## src/rtl/cray_float_pkg.sv

```systemverilog
`default_nettype none
// ============================================================================
//  Module      : cray_float_pkg
//  Description : Shared definitions for the scalar-to-address conversion
//                path: Cray float field positions, exponent bias, conversion
//                mode encodings and the converter FSM state type.
//  Revision    : 1.0  initial release
// ============================================================================
package cray_float_pkg;

   // Field positions inside a 64-bit S-register float word
   localparam int SIGN_BIT = 63;
   localparam int EXP_MSB  = 62;
   localparam int EXP_LSB  = 48;
   localparam int COEF_MSB = 47;
   localparam int COEF_LSB = 0;

   localparam logic [14:0] EXP_BIAS = 15'o40000;

   // Conversion modes
   localparam logic [1:0] S2A_TRUNC    = 2'b00;
   localparam logic [1:0] S2A_FIX_WRAP = 2'b01;
   localparam logic [1:0] S2A_FIX_SAT  = 2'b10;
   localparam logic [1:0] S2A_EXP      = 2'b11;

   typedef enum logic [1:0] {
      ST_IDLE   = 2'd0,
      ST_SHIFT  = 2'd1,
      ST_FINISH = 2'd2
   } s2a_state_t;

   // Unbiased exponent as a 16-bit signed value
   function automatic logic signed [15:0] unbias_exp(input logic [14:0] exp_field);
      return $signed({1'b0, exp_field}) - $signed({1'b0, EXP_BIAS});
   endfunction

endpackage
`default_nettype wire

```

## src/rtl/s2a_iter_shifter.sv

```systemverilog
`default_nettype none
// ============================================================================
//  Module      : s2a_iter_shifter
//  Description : Iterative right shifter used to denormalize the coefficient.
//                Shifts by at most SHIFT_STEP bits per step cycle until the
//                remaining count is exhausted.
//  Ports       : clk, rst_n     clock / async active-low reset
//                i_load         load i_data and shift count i_sh
//                i_data [47:0]  coefficient to denormalize
//                i_sh   [5:0]   total right-shift amount
//                i_step         perform one shift step
//                o_low  [23:0]  low 24 bits of the shift register
//                o_done         the current step empties the remaining count
//  Revision    : 1.0  initial release
// ============================================================================
module s2a_iter_shifter #(
   parameter int SHIFT_STEP = 8
) (
   input  logic        clk,
   input  logic        rst_n,
   input  logic        i_load,
   input  logic [47:0] i_data,
   input  logic [5:0]  i_sh,
   input  logic        i_step,
   output logic [23:0] o_low,
   output logic        o_done
);

   localparam logic [5:0] c_STEP = 6'(SHIFT_STEP);

   logic [47:0] r_data;
   logic [5:0]  r_rem;
   logic [5:0]  w_amt;

   assign w_amt  = (r_rem < c_STEP) ? r_rem : c_STEP;
   // Asserted during the final step so the FSM leaves SHIFT without an
   // extra idle cycle.
   assign o_done = (r_rem <= c_STEP);
   assign o_low  = r_data[23:0];

   always_ff @(posedge clk or negedge rst_n) begin
      if (!rst_n) begin
         r_data <= '0;
         r_rem  <= '0;
      end else if (i_load) begin
         r_data <= i_data;
         r_rem  <= i_sh;
      end else if (i_step) begin
         r_data <= r_data >> w_amt;
         r_rem  <= r_rem - w_amt;
      end
   end

endmodule
`default_nettype wire

```

## src/rtl/s_to_a_fix_conv.sv

```systemverilog
`default_nettype none
// ============================================================================
//  Module      : s_to_a_fix_conv
//  Description : Scalar-to-address conversion. Converts a 64-bit Cray float
//                S word into a 24-bit A value: raw truncation, float-to-fix
//                (wrap or saturate on overflow) or unbiased exponent.
//  Ports       : clk, rst_n          clock / async active-low reset
//                i_start             request strobe (accepted when !o_busy)
//                i_mode [1:0]        conversion mode
//                i_sj   [63:0]       operand
//                o_busy              conversion in progress
//                o_valid             one-cycle result pulse
//                o_result [23:0]     result, held until next o_valid
//                o_ovf               magnitude not representable in 24b
//                o_range_err         exponent field out of normal range
//  Revision    : 1.0  initial release
// ============================================================================
module s_to_a_fix_conv
   import cray_float_pkg::*;
#(
   parameter int SHIFT_STEP = 8
) (
   input  logic        clk,
   input  logic        rst_n,
   input  logic        i_start,
   input  logic [1:0]  i_mode,
   input  logic [63:0] i_sj,
   output logic        o_busy,
   output logic        o_valid,
   output logic [23:0] o_result,
   output logic        o_ovf,
   output logic        o_range_err
);

   s2a_state_t         r_state;
   logic               r_sign;
   logic [1:0]         r_mode;
   logic signed [15:0] r_e;
   logic               r_coef_zero;
   logic               r_rerr_pend;
   logic               r_busy;
   logic               r_valid;
   logic [23:0]        r_result;
   logic               r_ovf;
   logic               r_range_err;

   logic [14:0]        w_exp;
   logic [47:0]        w_coef;
   logic signed [15:0] w_e;
   logic               w_accept;
   logic               w_is_fix;
   logic               w_go_shift;
   logic [5:0]         w_sh;
   logic               w_rerr;
   logic [23:0]        w_low;
   logic               w_sh_done;
   logic [23:0]        w_mag;
   logic [23:0]        w_result;
   logic               w_ovf;

   assign w_exp    = i_sj[EXP_MSB:EXP_LSB];
   assign w_coef   = i_sj[COEF_MSB:COEF_LSB];
   assign w_e      = unbias_exp(w_exp);
   assign w_accept = i_start && !r_busy && (r_state == ST_IDLE);
   assign w_is_fix = (i_mode == S2A_FIX_WRAP) || (i_mode == S2A_FIX_SAT);
   assign w_go_shift = w_is_fix && (w_e >= 16'sd1) && (w_e <= 16'sd23);
   // Only meaningful for 1 <= e <= 23, where 48-e fits in 6 bits, so the
   // low bits of e are sufficient.
   assign w_sh   = w_go_shift ? (6'd48 - w_e[5:0]) : 6'd0;
   assign w_rerr = ((w_exp[14:13] == 2'b11) || (w_exp[14:13] == 2'b00)) && (i_sj != 64'd0);

   s2a_iter_shifter #(
      .SHIFT_STEP (SHIFT_STEP)
   ) u_shifter (
      .clk    (clk),
      .rst_n  (rst_n),
      .i_load (w_accept),
      .i_data (w_coef),
      .i_sh   (w_sh),
      .i_step (r_state == ST_SHIFT),
      .o_low  (w_low),
      .o_done (w_sh_done)
   );

   // Result formation from the captured operand and the shifted coefficient.
   // For 1 <= e <= 23 the shifted magnitude is below 2^23.
   always_comb begin
      w_result = '0;
      w_ovf    = 1'b0;
      w_mag    = {1'b0, w_low[22:0]};
      case (r_mode)
         S2A_TRUNC: w_result = w_low;
         S2A_EXP:   w_result = {{8{r_e[15]}}, r_e};
         default: begin
            if (!r_coef_zero && (r_e >= 16'sd24)) begin
               w_ovf = 1'b1;
               if (r_mode == S2A_FIX_SAT)
                  w_result = r_sign ? 24'h800000 : 24'h7FFFFF;
            end else if (!r_coef_zero && (r_e >= 16'sd1)) begin
               w_result = r_sign ? -w_mag : w_mag;
            end
         end
      endcase
   end

   always_ff @(posedge clk or negedge rst_n) begin
      if (!rst_n) begin
         r_state     <= ST_IDLE;
         r_sign      <= 1'b0;
         r_mode      <= S2A_TRUNC;
         r_e         <= '0;
         r_coef_zero <= 1'b0;
         r_rerr_pend <= 1'b0;
         r_busy      <= 1'b0;
         r_valid     <= 1'b0;
         r_result    <= '0;
         r_ovf       <= 1'b0;
         r_range_err <= 1'b0;
      end else begin
         r_valid <= 1'b0;
         case (r_state)
            ST_IDLE: begin
               // Busy stays up through the o_valid cycle, so a start in
               // that cycle is ignored.
               if (r_valid)
                  r_busy <= 1'b0;
               if (w_accept) begin
                  r_busy      <= 1'b1;
                  r_sign      <= i_sj[SIGN_BIT];
                  r_mode      <= i_mode;
                  r_e         <= w_e;
                  r_coef_zero <= (w_coef == 48'd0);
                  r_rerr_pend <= w_rerr;
                  r_state     <= w_go_shift ? ST_SHIFT : ST_FINISH;
               end
            end
            ST_SHIFT: begin
               if (w_sh_done)
                  r_state <= ST_FINISH;
            end
            ST_FINISH: begin
               r_valid     <= 1'b1;
               r_result    <= w_result;
               r_ovf       <= w_ovf;
               r_range_err <= r_rerr_pend;
               r_state     <= ST_IDLE;
            end
            default: r_state <= ST_IDLE;
         endcase
      end
   end

   assign o_busy      = r_busy;
   assign o_valid     = r_valid;
   assign o_result    = r_result;
   assign o_ovf       = r_ovf;
   assign o_range_err = r_range_err;

endmodule
`default_nettype wire

```

## config.mk

```make
export PLATFORM = sky130hd
export DESIGN_NAME = s_to_a_fix_conv
export DESIGN_NICKNAME = d
export VERILOG_FILES = /design/src/rtl/cray_float_pkg.sv /design/src/rtl/s2a_iter_shifter.sv /design/src/rtl/s_to_a_fix_conv.sv
export SDC_FILE = /design/constraint.sdc
export NUM_CORES = 1
export LEC_CHECK = 0
export CAP_MARGIN = 20
export CORE_UTILIZATION = 45
export CTS_CLUSTER_SIZE = 28
export DETAILED_ROUTE_END_ITERATION = 10
export GPL_ROUTABILITY_DRIVEN = 0
export GPL_TIMING_DRIVEN = 0
export PLACE_DENSITY = 0.66
export SYNTH_ARGS = -nofsm -noshare
export SYNTH_HDL_FRONTEND = slang
export SYNTH_SLANG_ARGS = --single-unit
export TNS_END_PERCENT = 5
```

## constraint.sdc

```tcl
create_clock -name clk -period 6.18 [get_ports clk]
set_input_delay 1.236 -clock clk [delete_from_list [all_inputs] [get_ports clk]]
set_output_delay 1.236 -clock clk [all_outputs]
set_load 0.01 [all_outputs]
```

Yosys cells after proc, flatten, opt, wreduce, memory -nomap -nowiden
Cells that the tools add are included.

Add/subtract/negate cells: 4. Equality and inequality tests: 9. Shift operators: 1. Bitwise gates (word level): 0. Reductions and logical operators: 22. Multiply operators: 0. Divide/modulo/power cells: 0. Order comparisons: 6. Mux-type cells: 21.

Operators by type and width (count): $mux W24 (5); $mux W48 (2); $reduce_bool A64 Y1 (1); $logic_not A48 Y1 (1); $pmux W24 S2 (1); $shr A48 B6 Y48 (1); $ge A16 B2 Y1 const B (2); $mux W6 (4); $neg A23 Y24 (1); $ge A16 B6 Y1 const B (1); $le A16 B6 Y1 const B (1); $sub A15 B15 Y16 const B (1); $eq A2 B2 Y1 const B (5); $logic_and A1 B1 Y1 (7); $le A6 B4 Y1 const B (1); $logic_not A2 Y1 (3); $lt A6 B4 Y1 const B (1); $mux W2 (3); $reduce_and A2 Y1 (3); $sub A6 B6 Y6 (1); $sub A6 B6 Y6 const A (1); $mux W1 (5); $eq A2 B1 Y1 const B (2); $pmux W2 S2 (1); other kinds (6) (9).

Bits in registers: 105. Word-level logic and storage cells: 76. Memory bits (read-only): 0. Output and inout port bits: 28. Bits in latches: 0. Bits in writable memories: 0. Memories: 0. Bits of input ports: 69.

Depth between registers and ports, before layout
Gate-level depths: netlist of run 1.

Depth after elaboration: 7. Depth in mapped cells: 12. Depth with buffers taken out: 8.

By module
From an unflattened synthesis of run 1, not the netlist that was laid out.

Cell total of the unflattened synthesis: 1058. Area total of the unflattened synthesis: 8433.1 um2.

Modules (own cells, without submodules): s2a_iter_shifter (area each 5262.5 um2, cells each 677, times used 1, sequential area each 1351.3 um2); s_to_a_fix_conv (area each 3170.5 um2, cells each 381, times used 1, sequential area each 1251.2 um2).

Worst setup path before layout of run 1
No wires, ideal clock.

Kind: input-to-reg. Start point: in i_start. End point: reg u_shifter.r_data[0]. Slack: 3461 ps. Cell stages on the path: 6. Required time: 6090 ps. Buffers on the path: 1. Library setup time: 90 ps. Arrival time: 2629 ps. Cells stage by stage: or4b_1 clkbuf_1 nand3_1 o21ai_1 or3_1 o221ai_1.

Longest elaborated chain between the ends: 3. Elaborated cells between the ends (all ways): 4. Classes of those cells: 1 x mux; 3 x reduce/logical.

RTL lines: start: declaration (line s_to_a_fix_conv.sv:25) `input logic i_start,`; $logic_and A1 B1 Y1 (*) (2 in series) (line s_to_a_fix_conv.sv:64) `assign w_accept = i_start && !r_busy && (r_state == ST_IDLE);`; $mux W48 or $reduce_bool A2 Y1 (tied branches); end signal: assignment (line s2a_iter_shifter.sv:46) `r_data <= i_data;`; end signal: assignment (line s2a_iter_shifter.sv:49) `r_data <= r_data >> w_amt;`; end: declaration (line s2a_iter_shifter.sv:31) `logic [47:0] r_data;`.

Mark *: on every way between the ends. The rest lies on a longest branch, timed or not. A chain may end at the register's enable or synchronous reset.

Worst setup path after layout of run 1
Start point: reg u_shifter.r_rem[5]. End point: reg u_shifter.r_rem[2].

Longest elaborated chain between the ends: 5.

RTL lines: start: declaration (line s2a_iter_shifter.sv:32) `logic [5:0] r_rem;`; start signal: assignment (line s2a_iter_shifter.sv:47) `r_rem <= i_sh;`; start signal: assignment (line s2a_iter_shifter.sv:50) `r_rem <= r_rem - w_amt;`; $lt A6 B4 Y1 (line s2a_iter_shifter.sv:35) `assign w_amt = (r_rem < c_STEP) ? r_rem : c_STEP;`; $mux W6 (line s2a_iter_shifter.sv:35); $sub A6 B6 Y6 (line s2a_iter_shifter.sv:50); $mux W6 (line s2a_iter_shifter.sv:48) `end else if (i_step) begin`; $mux W6 (line s2a_iter_shifter.sv:45) `end else if (i_load) begin`.

Every way passes these cells. The select of a mux whose other input is x is not followed.

==> results.cfg, run 1 <==
[status]
status = completed

[grt]
use_met2_pct = 51.3
grt.overflow.total = 0
grt_pass1_vias = 8439
use_met1_pct = 47.7
grt_pass1_wl_um = 50300
grt.total_usage_pct = 36.3
grt_max_degree = 69
antenna_found_initial = 1
use_met3_pct = 13.3
busiest_layer = met2

[placed_design]
dpl.hpwl_um = 23900
dpl_cell_area_um2 = 9480
portBuffers = 96

[finish]
drive_gt1_share_pct = 6.77
layout_commonest_cell = nand2_1
fin_util_pct = 54.4
layout_common_cells = nand2_1 (152), dfrtp_1 (104), clkdlybuf4s50_1 (95)
antenna-diode-count = 0
final_nets = 1182
final_cell_area_um2 = 9740
layout-area-overhead-vs-synth_pct = 18.8

[synth]
ys_seq_elements = 104
synth.cell_area_um2 = 8200
synth_top_area_share_pct = 31.7
synth_edf_count = 0
async_reset_ff_share_pct = 100
avgSynthCellArea_um2 = 8.23
yosysSeqAreaShare_pct = 31.7
synth_top_family_by_area = compound AO/OA/AOI/OAI gates
synth_cell_types = 79
synth_flop_cell = dfrtp_1
synth_fa_ha_area_share_pct = 1.22
synth_top_area_cell = dfrtp_1
yosysWarnings = 0
synth_mux_area_share_pct = 10.0
ys_top_cells_by_area = dfrtp_1 (32%), mux2i_1 (7.7%), nand2_1 (7.0%)
synth-xor-area-share_pct = 2.67
synthCells = 996
synth_simple_gate_area_share_pct = 19.4
synth-compound-area-share_pct = 28.5
syn_nets = 1073

[cts]
clock-root-buffer = clkbuf_16
post_cts_buffers = 0
cts_hold_buf = 0
cts_sinks = 104
ctsResizeCount = 0
numCtsBuffers = 9
cts.path.max_buffers = 2
cts_max_level = 3
clk_pin_slew_ns = 0.07
cts_tree = done
worstSkewPairLatency_ns = 0.37

[floorplan]
fp.dieH_um = 137
core_um2 = 17900
num_rows = 49
die_w_um = 137
dieArea_um2 = 18800
io_pins = 97
initial_core_util_pct = 45.8

[timing]
hold_viol_final = 0
min_period_ns = 3.47
max_freq_mhz = 288
worst_pin_slew_ns = 1.12
maxSlewViolCount = 0
rsz0062_at_grt = false
period_share_pct = 56.2
fin_skew_ns = 0.00853
setup_violations = 0
slew_headroom_pct = 24.8

[worst_setup_path]
worstPathRequired_ns = 6.39
worstPathMaxFanout = 10
crit_path_end_kind = register
crit_arrival_ns = 3.69
start_kind = register
worstSetupPathType = register to register

[drt]
routed_wl_um = 33200
drt_iter0_drc = 1501
routedWlPerCell_um = 24.8
ant_nets = 0
drc = 0
drt_first_pass_iters = 7
vias = 9178
avgViaCountPerCell = 6.86

[power_and_ir_drop]
power.total_uw = 5140
pwr_density_cell_nw_per_um2 = 528
ir_drop_mv = 0.247
leakagePower_uw = 0.00387

[job]
max_cap_viol_count = 0

[hold_path]
hold_path_class = register to register
## metrics by stage
stage	hold slack, ns	setup slack, ns	std cells	TNS [ns]
2_1_floorplan	0.439	3.46	996	0
3_3_place_gp	0.463	-0.190	1321	-18.61
3_5_place_dp	0.470	2.50	1323	0
4_1_cts	0.486	2.83	1337	0
5_1_grt	0.515	2.50	1337	0
6_report	0.479	2.71	1337	0
## report_power, final
group / leakage [uW] / total [uW] / switching (uW) / internal [uW]
sequential: 0.00125 / 1280 / 313 / 972
combinational: 0.00249 / 3310 / 2100 / 1210
clock: 0.000125 / 543 / 272 / 271
## cells in the mapped netlist, types with 5 or more instances
cell type and number:
a221oi_1 38, a22oi_1 30, o21ai_1 5, buf_2 17
nand3_1 26, nor4_1 17, or3_1 8, nor2b_1 6
a32oi_1 6, mux2i_1 63, nand2_1 152, a22o_1 5
a21oi_1 62, clkbuf_1 74, nand2b_1 8, dfrtp_1 104
a31oi_1 15, nor2_1 57, o22a_1 5, o31ai_1 25
buf_1 12, ha_1 8, xnor2_1 21, a211oi_1 12
nor3_1 18, o211ai_1 11, mux2_2 9, a221o_1 8
o22ai_1 11, or4_1 5, o21ai_0 41, inv_1 20
o221ai_1 8
## area by class of cell
cell class | instances | area (um2)
inverters | 20 | 75.1
fillers | 1738 | 8160
clock buffers | 10 | 229
clock inverters | 4 | 30.0
multi-input cells | 765 | 5070
plain buffers | 107 | 449
repair buffers | 98 | 993
well taps | 229 | 287
flip-flops and latches | 104 | 2600
## logic make-up (layout without fill, tap and decap cells)
group	Yosys count	count (layout)
fa+ha+maj	8	8
simple gates	330	330
compound gates	325	325
flops	104	104
xor+xnor	25	25
other cells	1	1
mux	76	76
buf+inv	127	239
## metal layers
| layer | share of wire, % | wire [um] | vias to the layer above |
|---|---|---|---|
| li1 | - | - | 3961 |
| met1 | 39 | 12900 | 4233 |
| met2 | 41 | 13400 | 779 |
| met3 | 15 | 4870 | 203 |
| met4 | 5.8 | 1920 | 2 |
| met5 | 0.033 | 11 | - |
## critical path, stage by stage (launching register included)
cell	delay, ns
dfrtp_1	0.34
buf_2	0.23
or3_1	0.16
clkbuf_1	0.32
clkbuf_1	0.47
buf_1	0.55
nand2_1	0.13
ha_1	0.28
o21ai_0	0.18
nor2_1	0.06
o31a_1	0.26
a211oi_1	0.24
a21oi_1	0.08
## state kept, by name (all words and copies together), names as in the netlist
| name | count |
|---|---|
| r_e | 15 |
| o_result | 24 |
| o_valid | 1 |
| r_state | 2 |
| r_rerr_pend | 1 |
| r_coef_zero | 1 |
| o_ovf | 1 |
| u_shifter.r_data | 48 |
| o_busy | 1 |
| r_mode | 2 |
| u_shifter.r_rem | 6 |
| o_range_err | 1 |
| r_sign | 1 |
## final timing paths
kind | endpoint | start | slack (ns) | cells past startpoint
hold reg to reg | o_ovf$_DFFE_PN0P_ | o_ovf$_DFFE_PN0P_ | 0.48 | 2
setup / recovery | u_shifter.r_rem[2]$_DFFE_PN0P_ | u_shifter.r_rem[5]$_DFFE_PN0P_ | 2.71 | 12
setup reg to reg | u_shifter.r_rem[2]$_DFFE_PN0P_ | u_shifter.r_rem[5]$_DFFE_PN0P_ | 2.71 | 12
hold / removal | o_ovf$_DFFE_PN0P_ | o_ovf$_DFFE_PN0P_ | 0.48 | 2
max in group asynchronous | o_result[21]$_DFFE_PN0P_ | rst_n | 4.62 | 2
min in group asynchronous | u_shifter.r_rem[0]$_DFFE_PN0P_ | rst_n | 0.85 | 1
No activity file was read; power rests on OpenSTA's default activity.
==> run 2: changes to the inputs <==
PLACE_DENSITY = 0.69   (was 0.66)
clock period = 2.8 ns   (was 6.18 ns; I/O delays follow)
==> run 2 against run 1 <==
  * The run now ends with setup timing left
  * Cell count about the same
  * Clock skew decreased by 0.0011 ns
  * Via count increased by 0.51%
  * Register-to-register slack got worse by 2.9 ns
  * Sequential power increased by 120%
  * Sequential share of layout area decreased by 0.19 points
  * Critical path depth decreased by 5
  * Clock power increased by 140%
  * Sequential cell count unchanged
  * Largest cell class unchanged
  * Largest power group unchanged
==> results.cfg, run 2 (same netlist as run 1, synthesis figures left out) <==
[status]
status = finished with violations
violations = setup timing

[grt]
use_met3_pct = 11.1
grt.total_usage_pct = 36.5
antenna_found_initial = 0
busiest_layer = met2
grt_pass1_wl_um = 50900
grt.overflow.total = 0
grt_pass1_vias = 8671
grt_max_degree = 67
use_met1_pct = 48.3
use_met2_pct = 51.6

[job]
max_cap_viol_count = 0

[drt]
ant_nets = 0
drc = 0
vias = 9225
avgViaCountPerCell = 6.89
routed_wl_um = 33000
drt_iter0_drc = 1550
routedWlPerCell_um = 24.6
drt_first_pass_iters = 8

[finish]
top_register = u_shifter.r_data
largest_register_ffs = 48
final_nets = 1181
layout-area-overhead-vs-synth_pct = 19.6
drive_gt1_share_pct = 7.57
layout_commonest_cell = nand2_1
antenna-diode-count = 0
final_cell_count_no_fill = 1338
fill_cells = 1760
final_cell_area_um2 = 9810
layout_common_cells = nand2_1 (152), dfrtp_1 (104), clkdlybuf4s50_1 (95)

[worst_setup_path]
slowest_stage = nor4b_2
max_stage_delay_ns = 0.71
rrSetupSlack_ns = -0.21
crit_arrival_ns = 3.30
crit_path_end_kind = register
worstSetupPathType = register to register
crit_chain = clkbuf_1, nor4b_2, buf_2, buf_2, nand2_1, o221a_1, a21oi_1
worstPathRequired_ns = 3.09
path_delay_family = buffers and inverters
critPathBufInv = 3
cpMostUsedCell = buf_2
worstPathMaxFanout = 10
start_kind = register

[timing]
min_period_ns = 3.01
hold_viol_final = 0
max_freq_mhz = 333
final.setup.tns_ns = -1.17
worst_slack_ns = -0.206
worst_pin_slew_ns = 1.04
fin_skew_ns = 0.00739
period_share_pct = 107
setup_violations = 13
maxSlewViolCount = 0
slew_headroom_pct = 30.6
rsz0062_at_grt = true

[cts]
cts_max_level = 3
cts_sinks = 104
cts_tree = done
post_cts_buffers = 0
numCtsBuffers = 9
clk_pin_slew_ns = 0.07
worstSkewPairLatency_ns = 0.37
clock-root-buffer = clkbuf_16
cts.path.max_buffers = 2

[floorplan]
fp.dieH_um = 137
dieArea_um2 = 18800
io_pins = 97
initial_core_util_pct = 45.8
die_w_um = 137
num_rows = 49
core_um2 = 17900

[power_and_ir_drop]
pwr_density_cell_nw_per_um2 = 1170
ir_drop_mv = 0.527
leakagePower_uw = 0.00390

[placed_design]
dp_slack_ns = -0.544
dpl_cell_area_um2 = 9480
dpl.hpwl_um = 23700
placed_cells = 1323
portBuffers = 96

[hold_path]
hold_path_class = input pin to async pin
run 2: changes by cell type in the layout (fill, tap and decap cells not counted), moves of 2 or more:
cell / before / now
clkbuf_1: 75 / 72
inv_6: 2 / 0
clkbuf_2: 0 / 3
buf_1: 12 / 10
run 2: per-layer routing:
| metal | share of wire, % | wire, um | vias to the layer above |
|---|---|---|---|
| li1 | - | - | 3963 |
| met1 | 38 | 12500 | 4273 |
| met2 | 41 | 13500 | 777 |
| met3 | 14 | 4740 | 212 |
| met4 | 6.7 | 2220 | 0 |
| met5 | 0 | 0 | - |
run 2: power by group:
group	switching [uW]	total [uW]	internal [uW]
clock	598	1320	721
sequential	706	2850	2140
combinational	4620	7310	2690
run 2: final timing paths:
check                                                    start                                to  depth (start not counted)
worst min register to register         o_result[0]$_DFFE_PN0P_           o_result[0]$_DFFE_PN0P_                          2
worst max-delay path            u_shifter.r_rem[3]$_DFFE_PN0P_  u_shifter.r_data[30]$_DFFE_PN0P_                          7
max in group asynchronous                                rst_n  u_shifter.r_data[17]$_DFFE_PN0P_                          2
worst max register to register  u_shifter.r_rem[3]$_DFFE_PN0P_  u_shifter.r_data[30]$_DFFE_PN0P_                          7
min in group clk                       o_result[0]$_DFFE_PN0P_           o_result[0]$_DFFE_PN0P_                          2
worst min-delay path                                     rst_n                r_e[2]$_DFFE_PN0P_                          1
run 2: worst register-to-register path: stages (launching register included):
cell	delay, ns
dfrtp_1	0.40
clkbuf_1	0.27
nor4b_2	0.72
buf_2	0.46
buf_2	0.35
nand2_1	0.26
o221a_1	0.33
a21oi_1	0.14
run 2: through the flow:
step | hold slack [ns] | power [uW] | utilization, %
after detailed placement | 0.469 | 9750 | 53.0
after global placement | 0.465 | 9680 | 52.8
after CTS | 0.205 | 11100 | 54.7
after global routing | 0.227 | 12000 | 54.8
final | 0.179 | 11500 | 54.8
after floorplan | 0.264 | 7320 | -
run 2: layout make-up:
cell class | count | area [um2] | area share [%]
buffer | 106 | 454 | 4.63
clock buffer | 12 | 246 | 2.51
clock inverter | 4 | 53.8 | 0.548
inverter | 20 | 75.1 | 0.765
multi-input combinational | 765 | 5100 | 52.0
sequential | 104 | 2600 | 26.5
tap | 229 | 287 | 2.92
timing repair buffer | 98 | 993 | 10.1
run 2: repair_timing:
action	CTS	global route
resized for setup	4	9
endpoints found under the setup margin	2	34
hold buffers	0	0
cloned	0	0
